$ cat config.mk
export PLATFORM = sky130hd
export DESIGN_NAME = uart_cmd_master
export DESIGN_NICKNAME = d
export VERILOG_FILES = /design/src/rtl/uart_pkg.sv /design/src/rtl/uart_rx_byte.sv /design/src/rtl/uart_cmd_master.sv
export SDC_FILE = /design/constraint.sdc
export NUM_CORES = 1
export LEC_CHECK = 0
export BUFFER_PORTS_ARGS = -buffer_cell sky130_fd_sc_hd__buf_4
export CORE_AREA = 2 2 136 138
export CTS_CLUSTER_SIZE = 14
export DETAILED_ROUTE_END_ITERATION = 10
export DIE_AREA = 0 0 138 140
export GPL_TIMING_DRIVEN = 1
export PLACE_DENSITY = 0.43
export SLEW_MARGIN = 15
export SYNTH_ARGS = -nofsm -noshare
export SYNTH_HDL_FRONTEND = slang
export SYNTH_SLANG_ARGS = --single-unit
$ cat constraint.sdc
create_clock -name clk -period 3 [get_ports clk]
set_input_delay 0.15 -clock clk [delete_from_list [all_inputs] [get_ports clk]]
set_output_delay 0.15 -clock clk [all_outputs]
set_load 0.02 [all_outputs]
$ cat src/rtl/uart_pkg.sv
// uart_pkg: state encoding, error codes and frame constants for uart_cmd_master.
// Defining UART_PARITY_EN adds an odd-parity bit to every frame.
package uart_pkg;

   typedef enum logic [3:0] {
      IDLE,
      TX_START,
      TX_DATA,
      TX_PAR,
      TX_STOP,
      TX_GAP,
      RX_WAIT,
      RX_START,
      RX_DATA,
      RX_PAR,
      RX_STOP,
      DONE
   } state_t;

   localparam logic [1:0] ERR_NONE    = 2'd0;
   localparam logic [1:0] ERR_PARITY  = 2'd1;
   localparam logic [1:0] ERR_FRAME   = 2'd2;
   localparam logic [1:0] ERR_TIMEOUT = 2'd3;

   localparam int DATA_BITS  = 8;
`ifdef UART_PARITY_EN
   localparam int PAR_BITS   = 1;
`else
   localparam int PAR_BITS   = 0;
`endif

   localparam int BIT_CNT_W  = 3;
   localparam int BYTE_CNT_W = 3;

   function automatic logic odd_par(input logic [7:0] d);
      return ~(^d);
   endfunction

endpackage

$ cat src/rtl/uart_rx_byte.sv
// uart_rx_byte: rx synchroniser, start-bit validation, bit-centre
// sampling and LSB-first byte shift for uart_cmd_master.
module uart_rx_byte
   import uart_pkg::*;
#(
   parameter int CLK_DIV = 434
) (
   input  logic                 clk,
   input  logic                 rst_n,
   input  logic                 rx,
   input  logic                 hunt,
   input  logic                 run,
   input  logic                 shift_en,
   output logic                 fall,
   output logic                 start_ok,
   output logic                 false_start,
   output logic                 bit_stb,
   output logic                 bit_val,
   output logic [DATA_BITS-1:0] data
);

   localparam int BW = $clog2(CLK_DIV);
   localparam logic [BW-1:0] FULL_LIM = BW'(CLK_DIV - 1);
   localparam logic [BW-1:0] HALF_LIM = BW'(CLK_DIV / 2 - 1);

   logic                 rx_s1_q, rx_s1_d;
   logic                 rx_s2_q, rx_s2_d;
   logic                 rx_prev_q, rx_prev_d;
   logic                 half_q, half_d;
   logic [BW-1:0]        cnt_q, cnt_d;
   logic [DATA_BITS-1:0] sh_q, sh_d;
   logic                 smp;

   // first strobe after a start edge lands mid start bit
   assign smp = run &&
      (cnt_q == (half_q ? HALF_LIM : FULL_LIM));

   assign fall        = hunt & rx_prev_q & ~rx_s2_q;
   assign start_ok    = smp & half_q & ~rx_s2_q;
   assign false_start = smp & half_q & rx_s2_q;
   assign bit_stb     = smp & ~half_q;
   assign bit_val     = rx_s2_q;
   assign data        = sh_q;

   always_comb begin
      rx_s1_d   = rx;
      rx_s2_d   = rx_s1_q;
      rx_prev_d = rx_s2_q;
      cnt_d     = cnt_q;
      half_d    = half_q;
      sh_d      = sh_q;
      if (!run) begin
         cnt_d  = '0;
         half_d = 1'b1;
      end else if (smp) begin
         cnt_d  = '0;
         half_d = 1'b0;
      end else begin
         cnt_d  = cnt_q + BW'(1);
      end
      if (bit_stb && shift_en)
         sh_d = {rx_s2_q, sh_q[DATA_BITS-1:1]};
   end

   always_ff @(posedge clk or negedge rst_n) begin
      if (!rst_n) begin
         rx_s1_q   <= 1'b1;
         rx_s2_q   <= 1'b1;
         rx_prev_q <= 1'b1;
         half_q    <= 1'b1;
         cnt_q     <= '0;
         sh_q      <= '0;
      end else begin
         rx_s1_q   <= rx_s1_d;
         rx_s2_q   <= rx_s2_d;
         rx_prev_q <= rx_prev_d;
         half_q    <= half_d;
         cnt_q     <= cnt_d;
         sh_q      <= sh_d;
      end
   end

endmodule

$ cat src/rtl/uart_cmd_master.sv
// uart_cmd_master: sends a command word over UART, optionally reads a reply.
// Build option UART_PARITY_EN (via uart_pkg) enables odd parity on all frames.
module uart_cmd_master
   import uart_pkg::*;
#(
   parameter int CLK_DIV    = 434,
   parameter int CMD_WIDTH  = 16,
   parameter int RD_WIDTH   = 8,
   parameter int GAP_CYCLES = 100,
   parameter int RX_TIMEOUT = 32
) (
   input  logic                 clk,
   input  logic                 rst_n,
   input  logic [CMD_WIDTH-1:0] cmd_in,
   input  logic                 cmd_vld,
   output logic                 cmd_rdy,
   input  logic                 rx,
   output logic                 tx,
   output logic [RD_WIDTH-1:0]  rd_data,
   output logic                 rd_vld,
   output logic                 err,
   output logic [1:0]           err_code
);

   localparam int BW = $clog2(CLK_DIV);
   localparam int GW = (GAP_CYCLES > 0) ?
                       $clog2(GAP_CYCLES + 1) : 1;
   localparam int TMO = RX_TIMEOUT * CLK_DIV;
   localparam int TW = $clog2(TMO);
   localparam int TX_BYTES = CMD_WIDTH / 8;
   localparam int RX_BYTES = RD_WIDTH / 8;

   localparam logic [BW-1:0] BAUD_LAST = BW'(CLK_DIV - 1);
   localparam logic [GW-1:0] GAP_LAST  = GW'(GAP_CYCLES - 1);
   localparam logic [TW-1:0] TMO_LAST  = TW'(TMO - 1);
   localparam logic [BIT_CNT_W-1:0] BIT_LAST =
      BIT_CNT_W'(DATA_BITS - 1);
   localparam logic [BYTE_CNT_W-1:0] TXB_LAST =
      BYTE_CNT_W'(TX_BYTES - 1);
   localparam logic [BYTE_CNT_W-1:0] RXB_LAST =
      BYTE_CNT_W'(RX_BYTES - 1);

   state_t                state_q, state_d;
   logic [BW-1:0]         baud_q, baud_d;
   logic [BIT_CNT_W-1:0]  bit_q, bit_d;
   logic [GW-1:0]         gap_q, gap_d;
   logic [TW-1:0]         tmo_q, tmo_d;
   logic [BYTE_CNT_W-1:0] txb_q, txb_d;
   logic [BYTE_CNT_W-1:0] rxb_q, rxb_d;
   logic [CMD_WIDTH-1:0]  cmd_q, cmd_d;
   logic                  wr_q, wr_d;
   logic [RD_WIDTH-1:0]   rsh_q, rsh_d;
   logic [RD_WIDTH-1:0]   rd_data_q, rd_data_d;
   logic                  rd_vld_q, rd_vld_d;
   logic                  err_q, err_d;
   logic [1:0]            ec_q, ec_d;
   logic                  cmd_rdy_q, cmd_rdy_d;
   logic                  tx_q, tx_d;

   logic                  baud_end;
   logic                  frame_done;
   logic [7:0]            tx_byte;

   logic                  rx_hunt, rx_run, rx_shift;
   logic                  rx_fall, rx_start_ok, rx_false;
   logic                  rx_stb, rx_bit;
   logic [DATA_BITS-1:0]  rx_data;

   assign rx_hunt  = (state_q == RX_WAIT);
   assign rx_shift = (state_q == RX_DATA);
   assign rx_run   = (state_q == RX_START) ||
                     (state_q == RX_DATA)  ||
                     (state_q == RX_PAR)   ||
                     (state_q == RX_STOP);

   uart_rx_byte #(
      .CLK_DIV (CLK_DIV)
   ) u_rx (
      .clk         (clk),
      .rst_n       (rst_n),
      .rx          (rx),
      .hunt        (rx_hunt),
      .run         (rx_run),
      .shift_en    (rx_shift),
      .fall        (rx_fall),
      .start_ok    (rx_start_ok),
      .false_start (rx_false),
      .bit_stb     (rx_stb),
      .bit_val     (rx_bit),
      .data        (rx_data)
   );

   assign baud_end = (baud_q == BAUD_LAST);

   always_comb begin
      state_d    = state_q;
      baud_d     = baud_q;
      bit_d      = bit_q;
      gap_d      = gap_q;
      tmo_d      = tmo_q;
      txb_d      = txb_q;
      rxb_d      = rxb_q;
      cmd_d      = cmd_q;
      wr_d       = wr_q;
      rsh_d      = rsh_q;
      rd_data_d  = rd_data_q;
      ec_d       = ec_q;
      err_d      = 1'b0;
      frame_done = 1'b0;

      unique case (state_q)
         IDLE: begin
            if (cmd_vld && cmd_rdy_q) begin
               cmd_d   = cmd_in;
               wr_d    = cmd_in[CMD_WIDTH-1];
               txb_d   = '0;
               baud_d  = '0;
               state_d = TX_START;
            end
         end
         TX_START: begin
            if (baud_end) begin
               baud_d  = '0;
               bit_d   = '0;
               state_d = TX_DATA;
            end else begin
               baud_d  = baud_q + BW'(1);
            end
         end
         TX_DATA: begin
            if (baud_end) begin
               baud_d = '0;
               if (bit_q == BIT_LAST)
                  state_d = (PAR_BITS != 0) ? TX_PAR : TX_STOP;
               else
                  bit_d = bit_q + BIT_CNT_W'(1);
            end else begin
               baud_d = baud_q + BW'(1);
            end
         end
         TX_PAR: begin
            if (baud_end) begin
               baud_d  = '0;
               state_d = TX_STOP;
            end else begin
               baud_d  = baud_q + BW'(1);
            end
         end
         TX_STOP: begin
            if (baud_end) begin
               baud_d = '0;
               gap_d  = '0;
               if (GAP_CYCLES > 0)
                  state_d = TX_GAP;
               else
                  frame_done = 1'b1;
            end else begin
               baud_d = baud_q + BW'(1);
            end
         end
         TX_GAP: begin
            if (gap_q == GAP_LAST)
               frame_done = 1'b1;
            else
               gap_d = gap_q + GW'(1);
         end
         RX_WAIT: begin
            if (rx_fall) begin
               state_d = RX_START;
            end else if (tmo_q == TMO_LAST) begin
               err_d   = 1'b1;
               ec_d    = ERR_TIMEOUT;
               state_d = IDLE;
            end else begin
               tmo_d   = tmo_q + TW'(1);
            end
         end
         RX_START: begin
            // a false start resumes waiting with the timer intact
            if (rx_start_ok) begin
               bit_d   = '0;
               state_d = RX_DATA;
            end else if (rx_false) begin
               state_d = RX_WAIT;
            end
         end
         RX_DATA: begin
            if (rx_stb) begin
               if (bit_q == BIT_LAST)
                  state_d = (PAR_BITS != 0) ? RX_PAR : RX_STOP;
               else
                  bit_d = bit_q + BIT_CNT_W'(1);
            end
         end
         RX_PAR: begin
            if (rx_stb) begin
               if (rx_bit != odd_par(rx_data)) begin
                  err_d   = 1'b1;
                  ec_d    = ERR_PARITY;
                  state_d = IDLE;
               end else begin
                  state_d = RX_STOP;
               end
            end
         end
         RX_STOP: begin
            if (rx_stb) begin
               if (!rx_bit) begin
                  err_d   = 1'b1;
                  ec_d    = ERR_FRAME;
                  state_d = IDLE;
               end else begin
                  rsh_d = (rsh_q << 8) | RD_WIDTH'(rx_data);
                  if (rxb_q == RXB_LAST) begin
                     rd_data_d = rsh_d;
                     state_d   = DONE;
                  end else begin
                     rxb_d   = rxb_q + BYTE_CNT_W'(1);
                     tmo_d   = '0;
                     state_d = RX_WAIT;
                  end
               end
            end
         end
         DONE: begin
            state_d = IDLE;
         end
         default: begin
            state_d = IDLE;
         end
      endcase

      if (frame_done) begin
         if (txb_q == TXB_LAST) begin
            if (wr_q) begin
               state_d = IDLE;
            end else begin
               tmo_d   = '0;
               rxb_d   = '0;
               state_d = RX_WAIT;
            end
         end else begin
            txb_d   = txb_q + BYTE_CNT_W'(1);
            cmd_d   = cmd_q << 8;
            state_d = TX_START;
         end
      end

      // outputs are registered from next-state so they track state_q
      rd_vld_d  = (state_d == DONE);
      cmd_rdy_d = (state_d == IDLE);
      tx_byte   = cmd_d[CMD_WIDTH-1 -: 8];
      unique case (state_d)
         TX_START: tx_d = 1'b0;
         TX_DATA:  tx_d = tx_byte[bit_d];
         TX_PAR:   tx_d = odd_par(tx_byte);
         default:  tx_d = 1'b1;
      endcase
   end

   always_ff @(posedge clk or negedge rst_n) begin
      if (!rst_n) begin
         state_q   <= IDLE;
         baud_q    <= '0;
         bit_q     <= '0;
         gap_q     <= '0;
         tmo_q     <= '0;
         txb_q     <= '0;
         rxb_q     <= '0;
         cmd_q     <= '0;
         wr_q      <= 1'b0;
         rsh_q     <= '0;
         rd_data_q <= '0;
         rd_vld_q  <= 1'b0;
         err_q     <= 1'b0;
         ec_q      <= ERR_NONE;
         cmd_rdy_q <= 1'b0;
         tx_q      <= 1'b1;
      end else begin
         state_q   <= state_d;
         baud_q    <= baud_d;
         bit_q     <= bit_d;
         gap_q     <= gap_d;
         tmo_q     <= tmo_d;
         txb_q     <= txb_d;
         rxb_q     <= rxb_d;
         cmd_q     <= cmd_d;
         wr_q      <= wr_d;
         rsh_q     <= rsh_d;
         rd_data_q <= rd_data_d;
         rd_vld_q  <= rd_vld_d;
         err_q     <= err_d;
         ec_q      <= ec_d;
         cmd_rdy_q <= cmd_rdy_d;
         tx_q      <= tx_d;
      end
   end

   assign cmd_rdy  = cmd_rdy_q;
   assign tx       = tx_q;
   assign rd_data  = rd_data_q;
   assign rd_vld   = rd_vld_q;
   assign err      = err_q;
   assign err_code = ec_q;

endmodule

==> flow_metrics.tcl <==
set metrics [dict create \
    status "complete, no violations" \
    synthesis.area_um2 5250 \
    fraction_of_registers_with_async_set_reset_pct 100 \
    p_per_area_nw_per_um2 425 \
    report.final.slew_viol_count 0 \
    period_utilization_pct 93.1 \
    vdd_drop_max_v 0.000269 \
    number_of_global_route_vias_before_repair 4150 \
    wirelength_um 12400 \
    detailed_place_hpwl_um 9050 \
    timing.rr.end "tx$_DFF_PN1_" \
    cts.repair_timing.setup_buffer_count 0 \
    holdCritPathClass "input port to register" \
    setup.reg_to_reg.worst_slack_ps 210 \
    initial_utilization_pct 29.5 \
    ant_nets_after_route 0 \
    clock_sink_count 95 \
    cap_violations 0 \
    post_route_cells_drive_above_1_share_pct 17.2 \
    cp-startpoint "state_q[1]$_DFF_PN0_" \
    num-nets-final 636 \
    most_used_cells_in_the_layout_excluding_fill_and_tap_cells "97 x sky130_fd_sc_hd__nand2_1, 90 x sky130_fd_sc_hd__dfrtp_1, 66 x sky130_fd_sc_hd__nor2_1" \
    drt-wirelength-per-cell_um 14.8 \
    floorplan.io_pins 34 \
    synth_area_per_cell_um2 9.32 \
    grt_overflow 0 \
    count_of_vias_placed_by_the_detailed_router 4103 \
    wl_met1_um 6040 \
    routabilityCongestion 0.821 \
    rr_worst_depth 9 \
    cts-buffers-inserted 9 \
    cp_slowest_stage_delay_ps 730 \
    unrepaired_setup_endpoints_after_global_routing "false" \
    core_area_um2 17800 \
    chipWidth_um 138 \
    clkSlewWorstSetupHoldPaths_ps 70 \
    core.rowCount 49 \
    root_buffer "sky130_fd_sc_hd__clkbuf_16" \
    final_cell_area_um2 6170 \
    achievable-frequency_ghz 0.358 \
    p_int_uw 2060 \
    port_buffers 33 \
    fill_cells 1854 \
    clock_power_share_pct 48.9 \
    worstMarginPinSlew_ps 665 \
    holdPathEnd "cmd_q[7]$_DFF_PN0_" \
    layout_commonest_cell "sky130_fd_sc_hd__nand2_1" \
    crit_path_cell_trace "or4b_1, nor2_2, nand4_4, a21boi_2, nand2_1, o21ai_4, mux4_2, nand3_1, o311ai_1" \
    totalPowerFinal_uw 2620 \
    critical_hold_path_startpoint "cmd_in[7]" \
    critical_path_arrival_ps 3060 \
    report.final.setup_viol 0 \
    clockBufferDepth 2 \
    synth-edff-count 0 \
    relSlewSlack_pct 55.4 \
    timing.critical_path.fanout_max 16 \
    tritoncts "built" \
    antenna_violations_before_repair 0 \
    worstSetupPathType "register to register" \
    die-height_um 140 \
    power.switching_fraction_pct 21.2 \
    crit_required_ps 3270 \
    yosys_warnings 0 \
    dpl_worst_slack_ps 207 \
    yosys_most_used_dff "sky130_fd_sc_hd__dfrtp_1" \
    yosysUniqueCellTypes 72 \
    sequentialPowerShare_pct 49.1 \
    die_area_um2 19300 \
    standby_leakage_power_uw 0.00275 \
    slowest_stage "sky130_fd_sc_hd__or4b_1" \
    maximum_number_of_pins_on_one_net_before_global_route_repair 53 \
    worstReg2RegStart "state_q[1]$_DFF_PN0_" \
    wl_met2_um 5870 \
    clock_insertion_delay_worst_skew_ps 360 \
    end_kind "register" \
    cp_top_family "simple AND/OR/NAND/NOR gates" \
    power.net_switching_uw 556 \
    synth_cells 563 \
    finalHoldViolations 0 \
    insertedDiodeCount 0 \
    finClkSkew_ps 10.6 \
    areaGrowthSynthToFinish_pct 17.6 \
    synthesis.nets 593 \
    route.top_layer_used "met4" \
    dpl_cell_area_um2 5810 \
    share_comb_of_total_power_pct 2.0 \
    worst_hold_slack_ps 30.7 \
    start_kind "register" \
    detail_route.vias_per_cell 4.88 \
    dr.first_iter.drc_count 240 \
    timing.setup.tns_ps 0 \
    min_period_ps 2790 \
    ys_seq_area_share_pct 45.4 \
    grt_pass1_wl_um 21000 \
    met3_length_um 285 \
    fin_ws_ps 206 \
    remaining_drc_errors 0 \
    synth-seq-cells 95 \
    worst-path-buf-inv 0 \
    global_route.usage.total_pct 13.4 \
    drtPass1Iterations 5 \
    ctsHtreeMaxLevel 3 \
    min_delay_path_depth 3 \
]
==> cells in the mapped netlist (all sizes together) (3+ instances only) <==
master	instances	share of area [%]
o31ai	3	0.43
nand3b	3	0.43
nand4	12	1.7
and4	6	1.0
xnor2	27	4.5
inv	10	0.72
nand2	97	6.9
a31oi	11	1.3
ha	10	2.4
xor2	12	2.0
a21oi	28	2.9
dfrtp	90	43
clkbuf	8	0.57
nand3	28	2.9
mux2i	3	0.57
nand2b	9	1.1
nor2b	7	0.83
nor2	69	5.2
nor3	8	0.98
o22ai	3	0.62
or2	4	0.48
o21ai	22	2.5
and3	15	1.8
dfstp	5	2.5
buf	13	1.6
o211ai	4	0.57
mux2	8	1.7
and2	5	0.60
a211oi	6	0.86
==> power by group through the flow <==
stage	Clock, uW	Sequential [uW]	Combinational, uW
after floorplan	0	1310	3.23
after global placement	0	1310	51.6
after detailed placement	0	1310	51.8
after CTS	1320	1290	55.0
after global routing	1370	1290	60.9
final	1280	1290	51.8
==> through the flow <==
step,instances,util (%)
2_1_floorplan,563,-
3_3_place_gp,821,32.7
3_5_place_dp,821,32.7
4_1_cts,840,34.7
5_1_grt,840,34.7
6_report,840,34.7
==> repair_timing <==
action,4_1_cts,5_1_grt
setup endpoints to repair,0,1
hold endpoints to repair,41,0
gates resized for setup,0,1
hold buffers,3,0
==> registers in the layout, indices dropped and copies added (netlist names) <==
signal	count
u_rx.rx_prev_q	1
u_rx.cnt_q	9
tx	1
cmd_rdy	1
cmd_q	16
gap_q	7
u_rx.data	8
bit_q	3
rd_data	8
state_q	4
baud_q	9
err_code	2
wr_q	1
rd_vld	1
tmo_q	14
txb_q	3
u_rx.rx_s1_q	1
err	1
u_rx.bit_val	1
u_rx.half_q	1
rxb_q	3
==> worst register-to-register path: cells and delay by family (launching register included) <==
family,cells,cell delay (ps)
flops,1,540
mux,1,530
compound gates,3,390
simple gates,5,1250
==> cell families after synthesis <==
kind of cell             synth area share [%]
AO/OA/AOI/OAI                            11.9
XOR/XNOR                                 6.51
adder cells (fa/ha/maj)                  2.38
buffers and inverters                    2.91
flip-flops                               45.4
multiplexers                             2.72
AND/OR/NAND/NOR                          28.2
==> per-layer routing <==
metal  track usage, %  vias to the layer above
met5                0                        -
met3             3.35                       10
li1                 -                     2055
met4             4.30                        0
met2             21.8                       54
met1             17.6                     1984
==> final cells by class <==
type                            instances  area (um^2)  share of cell area (%)
Timing Repair Buffer                   53          418                    6.77
Clock inverter                          6         90.1                    1.46
Tap cell                              229          287                    4.64
Inverter                               10         37.5                   0.608
Multi-Input combinational cell        437         2720                    44.0
Clock buffer                           10          239                    3.87
Sequential cell                        95         2380                    38.6
==> how the worst max path moves through the flow <==
stage | endpoint | slack, ps | cells past startpoint
5_1_grt | tmo_q[13]$_DFF_PN0_ | 50 | 8
3_3_place_gp | tx$_DFF_PN1_ | 250 | 9
3_5_place_dp | tx$_DFF_PN1_ | 210 | 9
2_1_floorplan | tx$_DFF_PN1_ | 470 | 11
6_report | tx$_DFF_PN1_ | 210 | 9
4_1_cts | tx$_DFF_PN1_ | 200 | 9
(Power assumes the default switching activity.)
